===== config.mk =====
export PLATFORM = sky130hd
export DESIGN_NAME = alu_sequencer
export DESIGN_NICKNAME = d
export VERILOG_FILES = /design/src/rtl/alu_sequencer.sv
export SDC_FILE = /design/constraint.sdc
export NUM_CORES = 1
export LEC_CHECK = 0
export ABC_AREA = 1
export BUFFER_PORTS_ARGS = -buffer_cell sky130_fd_sc_hd__buf_2
export CAP_MARGIN = 20
export CORE_MARGIN = 2
export CORE_UTILIZATION = 42
export DETAILED_ROUTE_END_ITERATION = 8
export PLACE_DENSITY = 0.85
export SYNTH_ARGS = -nofsm -noshare
export SYNTH_HDL_FRONTEND = slang
export SYNTH_SLANG_ARGS = --single-unit

===== constraint.sdc =====
create_clock -name clk -period 1.5 [get_ports clk]
set_clock_uncertainty 0.2 [all_clocks]
set_input_delay 0.3 -clock clk [delete_from_list [all_inputs] [get_ports clk]]
set_output_delay 0.3 -clock clk [all_outputs]
set_load 0.01 [all_outputs]

===== src/rtl/alu_sequencer.sv =====
// Front-end controller for an 8-bit ALU: accepts one request, iterates 1-bit
// shifts by feeding Y back into A, and returns the final Y plus {N,V,C,Z}.
module alu_sequencer #(
    parameter int WIDTH = 8,
    parameter int CNT_W = 3
) (
    input  logic             clk,
    input  logic             rst_n,
    input  logic             req_valid,
    output logic             req_ready,
    input  logic [2:0]       req_op,
    input  logic [WIDTH-1:0] req_a,
    input  logic [WIDTH-1:0] req_b,
    input  logic [CNT_W-1:0] req_cnt,
    output logic [2:0]       alu_op,
    output logic [WIDTH-1:0] alu_a,
    output logic [WIDTH-1:0] alu_b,
    input  logic [WIDTH-1:0] alu_y,
    input  logic             alu_n,
    input  logic             alu_v,
    input  logic             alu_c,
    input  logic             alu_z,
    output logic             rsp_valid,
    input  logic             rsp_ready,
    output logic [WIDTH-1:0] rsp_y,
    output logic [3:0]       flags,
    output logic             busy
);

    localparam logic [1:0] IDLE = 2'd0;
    localparam logic [1:0] EXEC = 2'd1;
    localparam logic [1:0] RESP = 2'd2;

    localparam logic [CNT_W-1:0] ONE_PASS = {{(CNT_W-1){1'b0}}, 1'b1};

    logic [1:0]       r_state;
    logic [2:0]       r_alu_op;
    logic [WIDTH-1:0] r_alu_a;
    logic [WIDTH-1:0] r_alu_b;
    logic [WIDTH-1:0] r_rsp_y;
    logic [3:0]       r_flags;
    logic [CNT_W-1:0] r_rem;

    logic       w_is_shift;
    logic [3:0] w_alu_flags;

    // Shift class: 010, 011, 100, 111; everything else completes in one pass.
    assign w_is_shift  = (r_alu_op == 3'b010) || (r_alu_op == 3'b011) ||
                         (r_alu_op == 3'b100) || (r_alu_op == 3'b111);
    assign w_alu_flags = {alu_n, alu_v, alu_c, alu_z};

    always_ff @(posedge clk) begin
        if (!rst_n) begin
            r_state  <= IDLE;
            r_alu_op <= '0;
            r_alu_a  <= '0;
            r_alu_b  <= '0;
            r_rsp_y  <= '0;
            r_flags  <= '0;
            r_rem    <= '0;
        end else begin
            case (r_state)
                IDLE: begin
                    if (req_valid) begin
                        r_alu_op <= req_op;
                        r_alu_a  <= req_a;
                        r_alu_b  <= req_b;
                        r_rem    <= (req_cnt == '0) ? ONE_PASS : req_cnt;
                        r_state  <= EXEC;
                    end
                end
                EXEC: begin
                    if (!w_is_shift) begin
                        r_rsp_y <= alu_y;
                        r_flags <= w_alu_flags;
                        r_state <= RESP;
                    end else begin
                        r_alu_a <= alu_y;
                        if (r_rem != '0) begin
                            r_rem <= r_rem - ONE_PASS;
                        end
                        // Only the final pass's result and flags are kept.
                        if (r_rem <= ONE_PASS) begin
                            r_rsp_y <= alu_y;
                            r_flags <= w_alu_flags;
                            r_state <= RESP;
                        end
                    end
                end
                RESP: begin
                    if (rsp_ready) begin
                        r_state <= IDLE;
                    end
                end
                default: r_state <= IDLE;
            endcase
        end
    end

    assign req_ready = (r_state == IDLE) && rst_n;
    assign rsp_valid = (r_state == RESP);
    assign busy      = (r_state != IDLE);
    assign alu_op    = r_alu_op;
    assign alu_a     = r_alu_a;
    assign alu_b     = r_alu_b;
    assign rsp_y     = r_rsp_y;
    assign flags     = r_flags;

endmodule


==> results.ini <==
[critical_path]
cp_cell_sequence = nor2_4 -> inv_2 -> buf_6 -> nor2_4 -> buf_6
r2r-start = r_state[1]
critical_path.top_delay_family = flip-flops
ff2ff_path_depth = 8
r2r-end = r_rem[2]
cp.depth = 5
path_max_fanout = 3
critPathLaunch = r_state[1]
timing.reg2reg.setup_slack_ns = -0.08
cp-end-kind = primary output
critPathKind = reg -> out
crit_path_end = req_ready
critical_path_required_ns = 1.00
start_kind = flop
slowest_stage = dfxtp_4
cp.arrival_ns = 1.13
crit_buf_inv = 3
max_stage_delay_ns = 0.36

[synthesis]
ys_types = 23
syn_area_per_cell_um2 = 7.17
synth_area_mm2 = 0.00161
ys_warn_count = 0
yosysSeqAreaShare_pct = 44.9
ys_ff_latch = 36
syn_inst = 224
synth_nets = 265

[timing]
holdWs_ns = 0.0509
relSlewSlack_pct = 83.4
timing.fmax_ghz = 0.614
setup_violations = 21
hold_viol = 0
rsz0062_at_grt = yes
layout_setup_ws_ns = -0.128
worstMarginPinSlew_ns = 0.246
drv_slew = 0
period_needed_ns = 1.63
min_period_over_period_pct = 109

[cells_and_area]
fin_nets = 352
seq_area_um2 = 736
multiInputGateArea_um2 = 992
mostFrequentLayoutCell = buf_2
n_antenna_cell = 0
final_area_mm2 = 0.00246
layout_common_cells = buf_2, nor2_1, nand2_1
syn_to_final_growth_pct = 52.9
drive_above_1_share_pct = 48.1
fill_cells = 297

[clock_network]
cts_tree = yes
cts_num_sinks = 36
clock_path_buffers = 2
hold_buffers = 0
cts_root_buf = clkbuf_8
insertion_delay_ns = 0.29
cts_buffers = 5
htree_levels = 2
cts.clk_slew.worst_paths_ns = 0.07

[pwr]
max-vdd-ir-drop_mv = 0.720
powerDensity_mw_per_mm2 = 1150
seq_power_share_pct = 40.7
power.share.switching_pct = 34.3
intPower_w = 0.00186
leakage_nw = 1.20
power_frac_comb_pct = 33.7
switchingPower_w = 0.000973
pwr-share-clk_pct = 25.5

[place]
dpl-instance-area_mm2 = 0.00203
gp_congestion = 0.851
post-place-ws_ns = -0.112
dpl.hpwl_mm = 2.94
port_buffers = 71

[die]
io_pins = 72
die_h_um = 65.8
die_width_um = 65.8
start_util_pct = 43.9
rows = 22
die_area_mm2 = 0.00434
coreArea_mm2 = 0.00366

[outcome]
failed_checks = negative setup slack
status = finished, violations left

[routing]
ant_nets = 0
vias = 1814
routed_wire_length_per_instance_um = 13.4
dr.pass1.iters = 4
wl_mm = 4.81
vias_per_cell = 5.04
drc = 0
drt_iter0_drc = 132

[global_route]
grt_pass1_wl_mm = 6.78
grt_start_max_net_pins = 23
grt_pass1_vias = 1634
grtUsageTotal_pct = 20.3
antenna_found_initial = 0
gr-total-overflow = 0

[min_path]
hold_class = in -> reg

[flow_run]
cap_violations = 0

[registers in the layout, summed over array words and instances, names as in the netlist]
signal and flops:
flags 4, rsp_y 8, alu_b 8, alu_a 8, alu_op 3, r_state 2, r_rem 3
[repair_timing]
| action | in CTS | in global routing |
|---|---|---|
| resized for setup | 22 | 52 |
| endpoints found under the hold margin | 0 | 0 |
| cloned | 2 | 1 |
| setup buffers | 5 | 2 |
| pin swaps | 9 | 15 |
| endpoints found under the setup margin | 18 | 27 |
[layout make-up]
type / instances / share of cell area (%)
Clock inverter: 1 / 0.306
Sequential cell: 36 / 30.0
Clock buffer: 7 / 3.52
Timing Repair inverter: 1 / 0.306
Multi-Input combinational cell: 166 / 40.4
Inverter: 15 / 2.65
Timing Repair Buffer: 86 / 20.4
Tap cell: 48 / 2.45
[synthesized netlist by cell type]
| master | instances | area (um2) |
|---|---|---|
| clkinv_1 | 1 | 3.75 |
| nor2_1 | 51 | 191 |
| clkbuf_1 | 4 | 15.0 |
| o21bai_1 | 12 | 90.1 |
| nand4_1 | 1 | 6.26 |
| buf_4 | 2 | 15.0 |
| or2_2 | 1 | 6.26 |
| buf_2 | 2 | 10.0 |
| or2_4 | 1 | 8.76 |
| nand2_2 | 1 | 6.26 |
| o21ai_0 | 14 | 70.1 |
| inv_2 | 2 | 7.51 |
| a21oi_1 | 13 | 65.1 |
| a31oi_1 | 1 | 6.26 |
| ha_1 | 3 | 37.5 |
| buf_6 | 1 | 11.3 |
| nand2_8 | 1 | 20.0 |
| nand2_1 | 50 | 188 |
| dfxtp_1 | 36 | 721 |
| nand3_1 | 13 | 65.1 |
| nand2_4 | 1 | 11.3 |
| inv_1 | 12 | 45.0 |
| nor2_2 | 1 | 6.26 |
[power groups by stage]
| stage | sequential, W | clock, W | combinational (W) |
|---|---|---|---|
| floorplan | 0.00119 | 0 | 0.000392 |
| global placement | 0.00115 | 0 | 0.000654 |
| detailed placement | 0.00115 | 0 | 0.000673 |
| CTS | 0.00114 | 0.000731 | 0.000771 |
| global route | 0.00117 | 0.000782 | 0.00104 |
| finish | 0.00115 | 0.000724 | 0.000956 |
[tightest hold or removal path, delay by kind of cell]
| kind | cells | cell delay [ns] |
|---|---|---|
| buffers and inverters | 1 | 0.08 |
| AOI/OAI and AO/OA | 1 | 0.06 |
| and+or+nand+nor | 1 | 0.07 |
[worst min path at each step]
stage	startpoint	to	slack, ns	depth (start not counted)
global route	alu_v	flags[2]	0.05	3
global placement	alu_a[2]	alu_a[2]	0.25	2
floorplan	rst_n	alu_b[0]	0.24	2
finish	alu_v	flags[2]	0.05	3
detailed placement	alu_a[5]	alu_a[5]	0.25	2
CTS	alu_v	flags[2]	0.05	3
[cells by family (layout without fill, tap and decap cells)]
family                     Yosys count  after routing  share of synthesized area [%]
DFF                                 36             36                           44.9
buffers and inverters               24            110                           6.70
adders and majority gates            3              3                           2.34
and+or+nand+nor                    121            123                           31.7
AOI/OAI and AO/OA                   40             40                           14.4
[per-layer routing]
layer	track usage [%]	vias to the layer above	wire, um
met5	0	-	0
met4	6.51	0	115
met3	6.30	10	395
met2	35.9	89	2390
met1	23.0	829	1910
li1	-	886	-
[stage by stage]
step	TNS [ns]	instances	util, %	power, W
finish	-0.838	360	67.1	0.00283
global route	-2.76	360	67.1	0.00299
CTS	-0.347	357	61.7	0.00264
detailed placement	-0.891	342	55.5	0.00182
global placement	-0.192	342	55.5	0.00180
floorplan	0	224	-	0.00158
No activity file was read; power rests on OpenSTA's default activity.
